`src/rtl/lpddr4_cmd_pkg.sv`:
```
// Shared LPDDR4 command definitions: strobe decode patterns, refresh-responder
// FSM states and the DFI command word with its idle value.
package lpddr4_cmd_pkg;

  typedef enum logic [1:0] {
    ST_IDLE,
    ST_DRAIN,
    ST_GRANT
  } ref_state_t;

  typedef struct packed {
    logic ras;
    logic cas;
    logic we;
  } strobe_t;

  localparam strobe_t STROBE_PREA = '{ras: 1'b1, cas: 1'b0, we: 1'b1};
  localparam strobe_t STROBE_REF  = '{ras: 1'b1, cas: 1'b1, we: 1'b0};
  localparam int      PREA_ALL_BIT = 10;

  typedef struct packed {
    logic        cs_n;
    logic        ras_n;
    logic        cas_n;
    logic        we_n;
    logic [16:0] address;
    logic [2:0]  bank;
  } dfi_cmd_t;

  localparam dfi_cmd_t DFI_IDLE = '{
    cs_n: 1'b1, ras_n: 1'b1, cas_n: 1'b1, we_n: 1'b1, address: '0, bank: '0
  };

  function automatic dfi_cmd_t to_dfi(strobe_t s, logic [16:0] a, logic [2:0] ba);
    dfi_cmd_t c;
    c.cs_n    = 1'b0;
    c.ras_n   = ~s.ras;
    c.cas_n   = ~s.cas;
    c.we_n    = ~s.we;
    c.address = a;
    c.bank    = ba;
    return c;
  endfunction

endpackage

```
`src/rtl/refresh_responder_8_if.sv`:
```
// Refresher-to-multiplexer command slot: the refresher is the master and the
// responder grants the slot through ready.
interface refresh_responder_8_if;
  logic        valid;
  logic        ready;
  logic        last;
  logic [16:0] a;
  logic [2:0]  ba;
  logic        cas;
  logic        ras;
  logic        we;

  modport master (output valid, last, a, ba, cas, ras, we, input ready);
  modport slave  (input valid, last, a, ba, cas, ras, we, output ready);
endinterface

```
`src/rtl/ref_spacing_checker.sv`:
```
// Tracks the tRP/tRFC window after each forwarded PREA/REF and flags any
// command that lands inside it; the window keeps running between grants.
module ref_spacing_checker (
  input  logic       clk,
  input  logic       rst_n,
  input  logic       prea_fire,
  input  logic       ref_fire,
  input  logic [7:0] trp_cfg,
  input  logic [7:0] trfc_cfg,
  input  logic       err_clr,
  output logic       err_timing
);

  logic [7:0] window;
  logic       violation;

  assign violation = (prea_fire | ref_fire) && (window != 8'd0);

  always_ff @(posedge clk) begin
    if (!rst_n) begin
      window     <= 8'd0;
      err_timing <= 1'b0;
    end else begin
      if (prea_fire)           window <= trp_cfg - 8'd1;
      else if (ref_fire)       window <= trfc_cfg - 8'd1;
      else if (window != 8'd0) window <= window - 8'd1;
      // A fresh violation outranks a simultaneous clear.
      err_timing <= violation | (err_timing & ~err_clr);
    end
  end

endmodule

```
`src/rtl/refresh_responder_8.sv`:
```
// Multiplexer-side refresh responder: drains the bank machines, grants the
// refresher, forwards PREA/REF to DFI one cycle later and checks the stream.
module refresh_responder_8
  import lpddr4_cmd_pkg::*;
#(
  parameter int NBANKS = 8
) (
  input  logic                  sys_clk,
  input  logic                  sys_rst_n,
  refresh_responder_8_if.slave  ref_cmd,
  input  logic [NBANKS-1:0]     bm_idle,
  output logic                  bm_block,
  input  logic [7:0]            ref_tRP_cfg,
  input  logic [7:0]            ref_tRFC_cfg,
  input  logic [3:0]            ref_POSTPONE_cfg,
  output logic                  dfi_cs_n,
  output logic                  dfi_ras_n,
  output logic                  dfi_cas_n,
  output logic                  dfi_we_n,
  output logic [16:0]           dfi_address,
  output logic [2:0]            dfi_bank,
  input  logic                  err_clr,
  output logic                  err_proto,
  output logic                  err_timing,
  output logic                  err_count,
  output logic [15:0]           ref_issued
);

  ref_state_t state;
  logic       ready_q;
  dfi_cmd_t   dfi_q;
  logic [3:0] grant_refs;

  strobe_t    strobe;
  logic       in_grant;
  logic       is_prea;
  logic       is_ref;
  logic       prea_fire;
  logic       ref_fire;
  logic       proto_hit;
  logic       grant_end;
  logic [3:0] count_next;
  logic       count_hit;

  assign strobe    = '{ras: ref_cmd.ras, cas: ref_cmd.cas, we: ref_cmd.we};
  assign in_grant  = (state == ST_GRANT);
  assign is_prea   = (strobe == STROBE_PREA) && ref_cmd.a[PREA_ALL_BIT];
  assign is_ref    = (strobe == STROBE_REF);
  assign prea_fire = in_grant & is_prea;
  assign ref_fire  = in_grant & is_ref;
  assign proto_hit = in_grant & (|strobe) & ~(is_prea | is_ref);
  assign grant_end = in_grant & ref_cmd.last;

  // Per-grant REF count saturates so a runaway refresher cannot alias back to a match.
  assign count_next = (ref_fire && grant_refs != 4'hF) ? grant_refs + 4'd1 : grant_refs;
  assign count_hit  = grant_end && (count_next != ref_POSTPONE_cfg);

  // NOTE: every register here uses non-blocking assignment so all of them
  // sample the same pre-edge values regardless of statement order.
  always_ff @(posedge sys_clk) begin
    if (!sys_rst_n) begin
      state      <= ST_IDLE;
      ready_q    <= 1'b0;
      bm_block   <= 1'b0;
      dfi_q      <= DFI_IDLE;
      err_proto  <= 1'b0;
      err_count  <= 1'b0;
      ref_issued <= 16'd0;
      grant_refs <= 4'd0;
    end else begin
      dfi_q      <= (prea_fire | ref_fire) ? to_dfi(strobe, ref_cmd.a, ref_cmd.ba) : DFI_IDLE;
      err_proto  <= proto_hit | (err_proto & ~err_clr);
      err_count  <= count_hit | (err_count & ~err_clr);
      grant_refs <= grant_end ? 4'd0 : count_next;
      if (ref_fire) ref_issued <= ref_issued + 16'd1;

      case (state)
        ST_IDLE: begin
          if (ref_cmd.valid) begin
            state    <= ST_DRAIN;
            bm_block <= 1'b1;
          end
        end
        ST_DRAIN: begin
          if (&bm_idle) begin
            state   <= ST_GRANT;
            ready_q <= 1'b1;
          end
        end
        ST_GRANT: begin
          if (ref_cmd.last) begin
            state    <= ST_IDLE;
            ready_q  <= 1'b0;
            bm_block <= 1'b0;
          end
        end
        default: begin
          state    <= ST_IDLE;
          ready_q  <= 1'b0;
          bm_block <= 1'b0;
        end
      endcase
    end
  end

  assign ref_cmd.ready = ready_q;
  assign dfi_cs_n      = dfi_q.cs_n;
  assign dfi_ras_n     = dfi_q.ras_n;
  assign dfi_cas_n     = dfi_q.cas_n;
  assign dfi_we_n      = dfi_q.we_n;
  assign dfi_address   = dfi_q.address;
  assign dfi_bank      = dfi_q.bank;

  ref_spacing_checker u_spacing (
    .clk        (sys_clk),
    .rst_n      (sys_rst_n),
    .prea_fire  (prea_fire),
    .ref_fire   (ref_fire),
    .trp_cfg    (ref_tRP_cfg),
    .trfc_cfg   (ref_tRFC_cfg),
    .err_clr    (err_clr),
    .err_timing (err_timing)
  );

endmodule

```
`src/flat_wrapper.sv`:
```
// flat-port wrapper written by rule: the top's interface ports become plain ports
module refresh_responder_8_flat import lpddr4_cmd_pkg::*;
#(
  parameter int NBANKS = 8
)
  (sys_clk, sys_rst_n, bm_idle, bm_block, ref_tRP_cfg, ref_tRFC_cfg, ref_POSTPONE_cfg, dfi_cs_n, dfi_ras_n, dfi_cas_n, dfi_we_n, dfi_address, dfi_bank, err_clr, err_proto, err_timing, err_count, ref_issued, ref_cmd_valid, ref_cmd_last, ref_cmd_a, ref_cmd_ba, ref_cmd_cas, ref_cmd_ras, ref_cmd_we, ref_cmd_ready);
  refresh_responder_8_if ref_cmd_i ();
  input  logic sys_clk;
  input  logic sys_rst_n;
  input  logic [NBANKS-1:0] bm_idle;
  output logic bm_block;
  input  logic [7:0] ref_tRP_cfg;
  input  logic [7:0] ref_tRFC_cfg;
  input  logic [3:0] ref_POSTPONE_cfg;
  output logic dfi_cs_n;
  output logic dfi_ras_n;
  output logic dfi_cas_n;
  output logic dfi_we_n;
  output logic [16:0] dfi_address;
  output logic [2:0] dfi_bank;
  input  logic err_clr;
  output logic err_proto;
  output logic err_timing;
  output logic err_count;
  output logic [15:0] ref_issued;
  input wire logic [$bits(ref_cmd_i.valid)-1:0] ref_cmd_valid;
  input wire logic [$bits(ref_cmd_i.last)-1:0] ref_cmd_last;
  input wire logic [$bits(ref_cmd_i.a)-1:0] ref_cmd_a;
  input wire logic [$bits(ref_cmd_i.ba)-1:0] ref_cmd_ba;
  input wire logic [$bits(ref_cmd_i.cas)-1:0] ref_cmd_cas;
  input wire logic [$bits(ref_cmd_i.ras)-1:0] ref_cmd_ras;
  input wire logic [$bits(ref_cmd_i.we)-1:0] ref_cmd_we;
  output wire logic [$bits(ref_cmd_i.ready)-1:0] ref_cmd_ready;
  assign ref_cmd_i.valid = ref_cmd_valid;
  assign ref_cmd_i.last = ref_cmd_last;
  assign ref_cmd_i.a = ref_cmd_a;
  assign ref_cmd_i.ba = ref_cmd_ba;
  assign ref_cmd_i.cas = ref_cmd_cas;
  assign ref_cmd_i.ras = ref_cmd_ras;
  assign ref_cmd_i.we = ref_cmd_we;
  assign ref_cmd_ready = ref_cmd_i.ready;
  refresh_responder_8 #(.NBANKS(NBANKS)) u_core (.sys_clk(sys_clk), .sys_rst_n(sys_rst_n), .ref_cmd(ref_cmd_i), .bm_idle(bm_idle), .bm_block(bm_block), .ref_tRP_cfg(ref_tRP_cfg), .ref_tRFC_cfg(ref_tRFC_cfg), .ref_POSTPONE_cfg(ref_POSTPONE_cfg), .dfi_cs_n(dfi_cs_n), .dfi_ras_n(dfi_ras_n), .dfi_cas_n(dfi_cas_n), .dfi_we_n(dfi_we_n), .dfi_address(dfi_address), .dfi_bank(dfi_bank), .err_clr(err_clr), .err_proto(err_proto), .err_timing(err_timing), .err_count(err_count), .ref_issued(ref_issued));
endmodule
```
`config.mk`:
```
export PLATFORM = sky130hd
export DESIGN_NAME = refresh_responder_8_flat
export DESIGN_NICKNAME = d
export VERILOG_FILES = /design/src/rtl/lpddr4_cmd_pkg.sv /design/src/rtl/refresh_responder_8_if.sv /design/src/rtl/ref_spacing_checker.sv /design/src/rtl/refresh_responder_8.sv /design/src/flat_wrapper.sv
export SDC_FILE = /design/constraint.sdc
export NUM_CORES = 1
export LEC_CHECK = 0
export CORE_ASPECT_RATIO = 0.75
export CORE_MARGIN = 4
export CORE_UTILIZATION = 46
export DETAILED_ROUTE_END_ITERATION = 16
export GPL_TIMING_DRIVEN = 0
export PLACE_DENSITY = 0.87
export SLEW_MARGIN = 20
export SYNTH_ARGS = -nofsm -noshare
export SYNTH_HDL_FRONTEND = slang
export SYNTH_SLANG_ARGS = --single-unit
```
`constraint.sdc`:
```
create_clock -name sys_clk -period 4.4 [get_ports sys_clk]
set_clock_uncertainty 0.1 [all_clocks]
set_input_delay 0.88 -clock sys_clk [delete_from_list [all_inputs] [get_ports sys_clk]]
set_output_delay 0.88 -clock sys_clk [all_outputs]
set_load 0.02 [all_outputs]
```
; ---- Yosys cells after proc, flatten, opt, wreduce, memory -nomap -nowiden
; Index checks and enable logic that the tools add are counted.
[word_totals]
reg_bits = 59
latch_bits = 0
ram_bits = 0
rom_bits = 0
input_bits = 56
output_inout_bits = 45
memories = 0
[classes]
add_sub_neg = 5
mul = 0
div_mod_pow = 0
magnitude_cmp = 0
n_eq_ne = 9
shift = 0
n_mux = 14
bitwise = 21
n_reduce_logical = 14
[op_table]
columns = operator, n
row1 = 24-bit two-way mux, 1
row2 = 8-bit two-way mux, 3
row3 = 8-bit by 1-bit subtractor with 8-bit output (second input constant), 3
row4 = 16-bit by 1-bit adder with 16-bit output (second input constant), 1
row5 = 3-bit AND reduction, 3
row6 = 1-bit bitwise AND, 8
row7 = 1-bit NOT, 8
row8 = 8-bit AND reduction, 1
row9 = 8-bit nonzero test, 1
row10 = 3-bit equality test (second input constant), 2
row11 = 2-bit two-way mux, 3
row12 = 1-bit case mux with 3 select lines, 2
row13 = 2-bit case mux with 3 select lines, 1
row14 = 1-bit OR, 5
row15 = 4-bit by 1-bit adder with 4-bit output (second input constant), 1
row16 = 1-bit logical AND, 4
row17 = 4-bit two-way mux, 1
row18 = 2-bit inequality test (second input constant), 2
row19 = 4-bit inequality test, 1
row20 = 4-bit inequality test (second input constant), 1
row21 = 1-bit two-way mux, 3
row22 = 3-bit nonzero test, 1
row23 = 3-bit OR reduction, 1
row24 = 2-bit by 1-bit equality test with 1-bit output (second input constant), 1
row25 = other kinds (5), 5

; ---- Logic depth before layout (Yosys ltp)
[logic_depth]
word_depth = 7
depth_mapped = 11
depth_no_buf = 9

; ---- Hierarchy
; From an unflattened synthesis, not the netlist that was laid out.
[unflattened]
hier_cells = 261
area_unflattened_um2 = 2610.0
[modules_own_cells]
columns = module, instances, cells_each, area_each_um2
row1 = refresh_responder_8, 1, 196, 1986.9
row2 = ref_spacing_checker, 1, 65, 623.1

; ---- Worst setup path after synthesis
; OpenSTA, ideal clock, no wires.
[synth_path]
path_kind = input to register
from = input port ref_cmd_cas
to = register u_core.u_spacing.window[6]
t_arrival_ns = 2.325
slack_ns = 1.916
stages = 10
n_path_buf = 1
cell_sequence = nand3b_4 or2_0 buf_6 a31oi_1 inv_1 ha_1 inv_1 nor2_1 a211o_1 nand2_1
[synth_between]
elab_chain_len = 4
[synth_lines]
columns = element, line_no
row1 = "start, declared", flat_wrapper.sv:30  ; input wire logic [$bits(ref_cmd_i.cas)-1:0] ref_cmd_cas;
row2 = "3-bit equality test, on equally long branches", "refresh_responder_8.sv:48, refresh_responder_8.sv:47"
row3 = 1-bit bitwise AND or 1-bit logical AND (tied branches), "refresh_responder_8.sv:50, refresh_responder_8.sv:47"
row4 = 8-bit two-way mux or 1-bit bitwise AND (tied branches), "ref_spacing_checker.sv:25, refresh_responder_8.sv:49"
row5 = 8-bit two-way mux or 3-bit nonzero test (tied branches), -
row6 = "end signal, assigned", ref_spacing_checker.sv:24  ; if (prea_fire) window <= trp_cfg - 8'd1;
row7 = "end signal, assigned", ref_spacing_checker.sv:25  ; else if (ref_fire) window <= trfc_cfg - 8'd1;
row8 = "end signal, assigned", ref_spacing_checker.sv:26  ; else if (window != 8'd0) window <= window - 8'd1;
row9 = "end, declared", ref_spacing_checker.sv:14  ; logic [7:0] window;
; Parallel ways exist; a longest one is shown, timed or not.
; A chain may end at the register's enable or synchronous reset.

; ---- Worst setup path in the final report
[layout_path]
from = input port ref_cmd_we
to = register u_core.u_spacing.window[6]
[layout_between]
elab_chain_len = 4
[layout_lines]
columns = element, line_no
row1 = "start, declared", flat_wrapper.sv:32  ; input wire logic [$bits(ref_cmd_i.we)-1:0] ref_cmd_we;
row2 = "3-bit equality test, on equally long branches", "refresh_responder_8.sv:48, refresh_responder_8.sv:47"
row3 = 1-bit bitwise AND or 1-bit logical AND (tied branches), "refresh_responder_8.sv:50, refresh_responder_8.sv:47"
row4 = 8-bit two-way mux or 1-bit bitwise AND (tied branches), "ref_spacing_checker.sv:25, refresh_responder_8.sv:49"
row5 = 8-bit two-way mux or 3-bit nonzero test (tied branches), -
; Parallel ways exist; a longest one is shown, timed or not.

==> metrics <==
total CTS buffers=9; dominant delay contributor by cell family on the critical path=buffers and inverters; Antenna Diode Count=0; most crowded layer after global routing=met2; routability congestion estimate from global placement=0.8608; share of the core filled with cells in the final layout=between 70% and 80%; buffers and inverters on the worst path=4; cts repair resizes=0; Cell Area, Placed=between 3000 and 4000 µm²; full die area=just under 7000 µm²; antenna violations before repair=0; power density over the cells=approximately 350 nW/µm²; fraction of the yosys area taken by sequential cells=between 40 and 50%; number of detailed-routing iterations run before antenna repair=4; CTS Buffer Depth=2; Die Height=just over 70 µm; unique cell type count in the Yosys netlist=50; post-CTS setup buffer count=0; kind of critical path=input port to flop; setup repair after global routing missed its margin=false; Pleak=~1.4 nW; number of hold buffers added after CTS=0; aggregate global routing overflow=0; critical-path cell with the highest stage delay=sky130_fd_sc_hd__clkdlybuf4s50_1; vias per inst=approximately 5.0; share of synthesized registers carrying an async set or reset=0%; WL final=between 6000 and 7000 µm; max-capacitance violation count=0; Worst IR Drop VDD=0.1938 mV; latest clock arrival within the worst-skew pair=about 0.34 ns; die width=about 94 µm; post-synthesis register bit count=a little under 60; status=complete, no violations; Tightest Hold Check Type=flop to flop; pin count of the biggest net entering global routing=13; global routing usage summed across all routing layers=between 10% and 20%; number of design rule violations left after detail routing=0; starting density of the core=between 40 and 50%; average footprint of a synthesized cell=9.136 µm²; GR Layer Usage met1=24.66%; placeable core region=between 5000 and 6000 µm²; endpoint kind of the worst setup timing path=flop; DR vias=2349; most frequent cells in the layout=sky130_fd_sc_hd__clkdlybuf4s50_1, sky130_fd_sc_hd__dfxtp_1, sky130_fd_sc_hd__nor2_1; Worst path most repeated cell=sky130_fd_sc_hd__inv_1; clock tree from TritonCTS=yes; fraction of final layout cells with drive strength greater than 1=8.629%; met3 usage in global routing=between 6 and 7%; cell depth of the worst hold path=2; Arrival @ worst endpoint=3.17 ns; row cnt=23; ordered cell list for the critical path=clkdlybuf4s50_1, nand3b_4, or2_0, buf_6, a31oi_1, inv_1, ha_1, inv_1, nor2_1, a211o_1, nand2_1; startpoint of the worst-slack reg-to-reg timing path=u_core.state[0]; buffer type at the clock tree root=sky130_fd_sc_hd__clkbuf_8; start point of the worst hold path=u_core.ref_cmd.ready; crit-path max cell delay=around 0.66 ns; number of DRC violations after detailed-routing iteration 0=between 70 and 80; number of warning messages in the yosys log=0; depth of the CTS H-tree=3; highest achievable clock rate=approximately 330 MHz; most common cell after layout, fill and taps aside=sky130_fd_sc_hd__clkdlybuf4s50_1; required time at the endpoint of the critical path=4.58 ns; Fin Setup TNS=0 ns; Layout Cell Area excl Fill=around 3800 µm²; post-route clock period utilization=between 60 and 70%; port buffer count=100; GR Layer Usage met2=about a third; Period minus WS final=about 3 ns; # setup viols final=0; Post-synth EDFFs=0; count of clock tree sinks=about 60; layout overhead on the synthesized area=51.03%; dominant synthesized flop cell=sky130_fd_sc_hd__dfxtp_1; Crit. path cell count=11; first-pass GRT wire length=roughly 11000 µm; depth of the worst register-to-register path=10; HPWL after detailed placement=about 5000 µm; final number of hold-violating endpoints=0; mapped cell area=between 2000 and 3000 µm²; number of ports placed on the die boundary=between 100 and 150; nets in the synthesized netlist=337; Mapped Cells=about 280; clock transition time at the flip-flop clock pins of the worst setup and hold paths=around 0.070 ns; crit-path max FO=9; post-layout net count=between 400 and 500; worst setup path startpoint=ref_cmd_we; Final Max Tran Viols=0; Worst Tran Pin Value=0.6875 ns; CP startpoint kind=input port; post-detailed-route count of antenna-violating nets=0; worst-case headroom to the max-slew limit=between 50% and 60%; number of global-route vias before repair=2264; average wire per cell in the routed design=about 14 µm
## report_power, final
part | internal (mW) | switching [mW] | leakage [nW] | total, mW
clock | 0.265 | 0.226 | 0.0998 | 0.491
combinational | 0.140 | 0.139 | 0.865 | 0.280
sequential | 0.563 | 0.0140 | 0.477 | 0.577
total | 0.967 | 0.379 | 1.44 | 1.35
## worst reg2reg max path, stage by stage, from the launching register on
cell and delay [ns]:
sky130_fd_sc_hd__dfxtp_1 0.45, sky130_fd_sc_hd__nand3b_4 0.22, sky130_fd_sc_hd__buf_2 0.23, sky130_fd_sc_hd__o21ai_0 0.13
sky130_fd_sc_hd__a31oi_1 0.26, sky130_fd_sc_hd__inv_1 0.07, sky130_fd_sc_hd__ha_1 0.24, sky130_fd_sc_hd__inv_1 0.08
sky130_fd_sc_hd__nor2_1 0.07, sky130_fd_sc_hd__a211o_1 0.29, sky130_fd_sc_hd__nand2_1 0.05
## flip-flops by register name, indices dropped and copies added, names as in the netlist, 2 cells and up
name                     flops
u_core.state                 2
u_core.dfi_bank              3
u_core.ref_issued           16
u_core.grant_refs            4
u_core.dfi_address          17
u_core.u_spacing.window      8
## layer usage
layer / vias up / routed length (µm)
li1: 1183 / -
met1: 1080 / 2856
met2: 81 / 3134
met3: 5 / 478
met4: 0 / 52
met5: - / 0
## stage by stage
stage               hold slack [ns]  worst slack (ns)  instances  power (mW)
floorplan                    0.4292             1.916        278      0.7724
global route                 0.4081             1.163        469       1.424
global placement             0.3571             1.096        453      0.8567
finish                       0.3777             1.409        469       1.347
detailed placement           0.3724             1.059        453      0.8656
CTS                          0.3817             1.408        469       1.359
## worst paths after layout
check,slack (ns),endpoint
max,1.41,u_core.u_spacing.window[6]
min,0.38,u_core.ref_cmd.ready
max reg2reg,2.14,u_core.u_spacing.window[6]
min reg2reg,0.38,u_core.ref_cmd.ready
## cells in the mapped netlist (all sizes together) (2+ instances only)
cell    instances  area share, %
a21o            2           0.59
o22ai           2           0.49
xor2           10            3.4
a311oi          2           0.94
dfxtp          59             47
o31ai           3            1.1
nor3           11            2.8
nand2b          3           0.74
a31oi           6            1.7
nand4           6            1.5
ha              3            1.5
nor4            3           0.74
inv             9            1.3
and2           21            5.2
xnor2           8            2.8
a21oi          15            3.0
clkbuf          3           0.44
nor2b           6            1.5
nand3          13            2.8
nand3b          3            1.9
buf             8            2.0
mux2i           4            1.6
nor2           30            4.5
nand2          16            2.4
or3             6            1.5
o21ai          13            2.6
## area by class of cell
cell class / instances / area [µm²]
tap: 75 / 93.84
sequential: 59 / 1181
inverter: 9 / 33.78
clock buffer: 9 / 123.9
clock inverter: 7 / 77.57
timing repair buffer: 100 / 1001
fill: 410 / 1516
buffer: 11 / 61.31
multi-input combinational: 199 / 1264
## cell families after synthesis
family / after synthesis / share of synthesized area (%)
flops: 59 / 46.50
fa+ha+maj: 3 / 1.478
compound gates: 49 / 12.66
mux: 5 / 2.167
buf+inv: 20 / 3.743
simple gates: 124 / 27.24
xor+xnor: 18 / 6.207
Power figures use the tool's default switching activity.
==> edit 1, RTL diff (config.mk and constraints unchanged) <==
Register the output `err_timing`, without a reset; this adds one clock of latency there. The other outputs are not delayed to match.
--- a/src/rtl/refresh_responder_8.sv
+++ b/src/rtl/refresh_responder_8.sv
@@ -27,2 +27,4 @@
 );
+
+  logic err_timing_d;
 
@@ -121,4 +123,8 @@
     .err_clr    (err_clr),
-    .err_timing (err_timing)
+    .err_timing (err_timing_d)
   );
+
+  always_ff @(posedge sys_clk) begin
+    err_timing <= err_timing_d;
+  end
 
Check against the original RTL: not equivalent (a bounded check fails within 10 cycles, from zero or initial values and one cycle with sys_rst_n low).
==> edit 1 against the original RTL <==
  * Setup slack got worse by 0.0070 ns
  * Cell area decreased by 0.16%
  * Critical path depth unchanged
  * Power decreased by 3.6%
  * Non-clock buffer count unchanged
  * Clock power decreased by 12%
  * Die area increased by 0.72%
  * Sequential cell count increased by 1
  * Synthesized area increased by 0.79%
  * First-iteration DRC count increased by 5.5%
  * Wire length increased by 2.3%
  * Fmax decreased by 0.23%
==> edit 1: results (changes against the original RTL) <==
\begin{tabular}{lr}
\hline
Metric & Value \\
\hline
\multicolumn{2}{l}{\textbf{Timing}} \\
Transition time at the pin with the least slew margin & 0.707 ns (+0.0194 ns) \\
\multicolumn{2}{l}{\textbf{GRT}} \\
Total routing usage reported by global routing & 0.205 (+0.00519) \\
Met2 global-route usage & 0.369 (+0.0398) \\
GR Layer Usage met3 & 0.0722 (+0.00273) \\
Number of global-route vias before repair & 2451 (+8.3\%) \\
Fraction of met1 tracks used by global routing & 0.234 (-0.0122) \\
\multicolumn{2}{l}{\textbf{Logic synthesis}} \\
Synthesized-area fraction occupied by xor and xnor cells & 0.0616 (-0.000485) \\
Commonest cells post-synth & sky130\_fd\_sc\_hd\_\_dfxtp\_1 (60), sky130\_fd\_sc\_hd\_\_nor2\_1 (29), sky130\_fd\_sc\_hd\_\_and2\_1 (21) \\
Sequential area share after synthesis & 0.469 (+0.00418) \\
Post-Syn Area per Cell & 9.18 sq um (+0.43\%) \\
Adder-cell share of the synthesized area & 0.0147 (-0.000116) \\
\multicolumn{2}{l}{\textbf{Placed design}} \\
Worst setup slack after placement & 1.08 ns (+0.0230 ns) \\
Gp weighted congestion & 0.844 (-2.0\%) \\
\multicolumn{2}{l}{\textbf{Power and ir drop}} \\
Max VDD drop & 0.271 mV (+40\%) \\
\multicolumn{2}{l}{\textbf{Cells and area}} \\
Ratio of cells with drive above 1 in the final layout & 0.0861 (-0.000218) \\
Register share of the cell area & 0.314 (+0.00573) \\
Number of filler instances in the final layout & 428 (+4.4\%) \\
Cell Count, Final, Fillers Out & 470 (+0.21\%) \\
Clk cell area share & 0.0457 (-0.00677) \\
NumNets Final & 449 (+0.22\%) \\
\multicolumn{2}{l}{\textbf{Worst setup path}} \\
Data arrival time of the critical path & 3.18 ns (about the same) \\
\multicolumn{2}{l}{\textbf{Clock tree}} \\
Sink count of the clock tree & 60 (+1.7\%) \\
\multicolumn{2}{l}{\textbf{Routing}} \\
Routed metal-1 wire length & 2790 um (-2.4\%) \\
Average routed wire per standard cell & 14.2 um (+2.1\%) \\
Number of design-rule violations left by the first detailed-router iteration & 77 (+5.5\%) \\
\multicolumn{2}{l}{\textbf{Run status}} \\
Outcome & complete, no violations \\
\hline
\end{tabular}
edit 1: worst min path at each step:
| stage | from | end | slack (ns) |
|---|---|---|---|
| after floorplan | u_core.u_spacing.err_timing | u_core.err_timing | 0.23 |
| after global placement | u_core.u_spacing.err_timing | u_core.err_timing | 0.27 |
| after detailed placement | u_core.u_spacing.err_timing | u_core.err_timing | 0.27 |
| after CTS | u_core.u_spacing.err_timing | u_core.err_timing | 0.27 |
| after global routing | u_core.u_spacing.err_timing | u_core.err_timing | 0.29 |
| final | u_core.u_spacing.err_timing | u_core.err_timing | 0.29 |
edit 1: per-stage QoR:
stage,hold slack (ns),util
global placement,0.265,0.683
detailed placement,0.269,0.683
floorplan,0.232,-
global route,0.285,0.716
CTS,0.272,0.716
finish,0.287,0.716
edit 1: power breakdown:
part / total, W / switching [W] / internal (W)
sequential: 0.000585 / 0.0000138 / 0.000572
clock: 0.000430 / 0.000224 / 0.000205
combinational: 0.000283 / 0.000143 / 0.000140
==> edit 2, RTL diff (same settings) <==
Made on the original files. `NBANKS` is set to 8 in 2 places; all go to 9.
--- a/src/rtl/refresh_responder_8.sv
+++ b/src/rtl/refresh_responder_8.sv
@@ -5,3 +5,3 @@
 #(
-  parameter int NBANKS = 8
+  parameter int NBANKS = 9
 ) (
--- a/src/flat_wrapper.sv
+++ b/src/flat_wrapper.sv
@@ -3,3 +3,3 @@
 #(
-  parameter int NBANKS = 8
+  parameter int NBANKS = 9
 )
Ports: changed (resized bm_idle); port bits go from 101 to 102. The function was not compared with the original's and may differ.
==> edit 2 against the original RTL <==
  * Sequential cell count unchanged
  * Largest cell class unchanged
  * Wire length increased by 2.6%
  * Critical path type unchanged
  * Setup slack got worse by 0.073 ns
  * Sequential power grew 1%
  * Highest routed layer unchanged
  * Utilization grew 0.21 points
  * First-iteration DRC count down 6.8%
  * Cell area up 0.29%
  * Via count grew 1.4%
  * Power is 3.3% higher
  * Global-route usage down 0.31 points
  * Count of clock-buffer cells in the layout is the same
  * Clock power up 1%
  * Synthesized area is essentially flat
==> edit 2: results (changes against the original RTL) <==
\begin{tabular}{lr}
\hline
Metric & Value \\
\hline
\multicolumn{2}{l}{\textbf{Power and ir drop}} \\
Share of power burned in the clock network & 0.357 (-0.007) \\
Switching power & 0.000405 W (+6.7\%) \\
Clock net power & 0.000497 W (+1\%) \\
Portion of total power attributed to combinational logic & 0.223 (+0.015) \\
Max VDD drop & 0.261 mV (+35\%) \\
Reported leakage power & 1.45 nW (+0.24\%) \\
\multicolumn{2}{l}{\textbf{GRT}} \\
Number of global-route vias before repair & 2255 (-0.40\%) \\
Total routing usage reported by global routing & 0.197 (-0.00308) \\
Wire length of the first global-routing pass & 10400 um (-2.1\%) \\
\multicolumn{2}{l}{\textbf{Run status}} \\
Outcome & complete, no violations \\
\multicolumn{2}{l}{\textbf{Placed design}} \\
Worst setup slack after placement & 1.04 ns (-0.0203 ns) \\
Estimated wirelength of the detail-placed design & 5230 um (+4.6\%) \\
Count of input and output buffers & 101 (+1.0\%) \\
Post-detailed-placement cell area & 3650 sq um (+0.31\%) \\
Gp weighted congestion & 0.845 (-1.8\%) \\
\multicolumn{2}{l}{\textbf{Worst setup path}} \\
Data arrival time of the critical path & 3.25 ns (+0.08 ns) \\
R2R Path Start & u\_core.state[1] \\
\multicolumn{2}{l}{\textbf{Cells and area}} \\
Ratio of cells with drive above 1 in the final layout & 0.0861 (-0.000218) \\
Flip-flop count of the largest register after layout & 17 (unchanged) \\
Number of filler instances in the final layout & 417 (+1.7\%) \\
NumNets Final & 450 (+0.45\%) \\
\multicolumn{2}{l}{\textbf{Routing}} \\
Number of design-rule violations left by the first detailed-router iteration & 68 (-6.8\%) \\
Router iterations before antenna repair & 4 (unchanged) \\
Total via count after detailed routing & 2382 (+1.4\%) \\
Average routed wire per standard cell & 14.2 um (+2.4\%) \\
\multicolumn{2}{l}{\textbf{Logic synthesis}} \\
Number of nets produced by synthesis & 338 (+0.30\%) \\
Number of warning messages in the yosys log & 0 (unchanged) \\
Commonest cells post-synth & sky130\_fd\_sc\_hd\_\_dfxtp\_1 (59), sky130\_fd\_sc\_hd\_\_nor2\_1 (29), sky130\_fd\_sc\_hd\_\_and2\_1 (21) \\
Sequential area share after synthesis & 0.465 (about the same) \\
Top flip-flop cell by instance count after synthesis & sky130\_fd\_sc\_hd\_\_dfxtp\_1 \\
\multicolumn{2}{l}{\textbf{Timing}} \\
Transition time at the pin with the least slew margin & 0.754 ns (+0.0667 ns) \\
\multicolumn{2}{l}{\textbf{Clock tree}} \\
Number of buffers on the longest clock path & 2 (unchanged) \\
Clock latency on the worst-skew pair & 0.34 ns (about the same) \\
\hline
\end{tabular}
edit 2: path summary, 6_finish.rpt:
check	endpoint	slack (ns)	cells past startpoint
setup / recovery	u_core.u_spacing.window[6]	1.34	11
hold reg to reg	u_core.ref_cmd.ready	0.38	2
hold / removal	u_core.ref_cmd.ready	0.38	2
setup reg to reg	u_core.u_spacing.window[6]	2.06	11
edit 2: critical path: cells and delay by family:
family / cells / cell delay (ns)
and+or+nand+nor: 4 / 0.58
adders and majority gates: 1 / 0.23
AOI/OAI and AO/OA: 2 / 0.57
buffers and inverters: 4 / 0.98
edit 2: kinds of logic after synthesis:
kind of cell	Yosys count	share of synthesized area
simple gates	124	0.273
flops	59	0.465
compound gates	49	0.127
buf+inv	20	0.0374
xor+xnor	18	0.0620
mux	5	0.0217
fa+ha+maj	3	0.0148
edit 2: per-stage QoR:
| stage | cells | utilization |
|---|---|---|
| final | 470 | 0.719 |
| after CTS | 470 | 0.719 |
| after floorplan | 278 | - |
| after global placement | 454 | 0.681 |
| after global routing | 470 | 0.719 |
| after detailed placement | 454 | 0.681 |
edit 2: per-layer routing:
| layer | global-route usage | vias to the layer above | wire length [um] |
|---|---|---|---|
| met2 | 0.331 | 86 | 3220 |
| met1 | 0.230 | 1092 | 2900 |
| li1 | - | 1193 | - |
| met3 | 0.0850 | 11 | 493 |
| met5 | 0 | - | 0 |
| met4 | 0.0529 | 0 | 70 |
edit 2: layout make-up:
cell class,count,area (sq um),area share
inverters,9,33.8,0.00878
clock inverters,7,77.6,0.0202
flip-flops and latches,59,1180,0.307
multi-input cells,199,1260,0.329
well taps,75,93.8,0.0244
clock buffers,9,124,0.0322
plain buffers,11,61.3,0.0159
repair buffers,101,1010,0.263
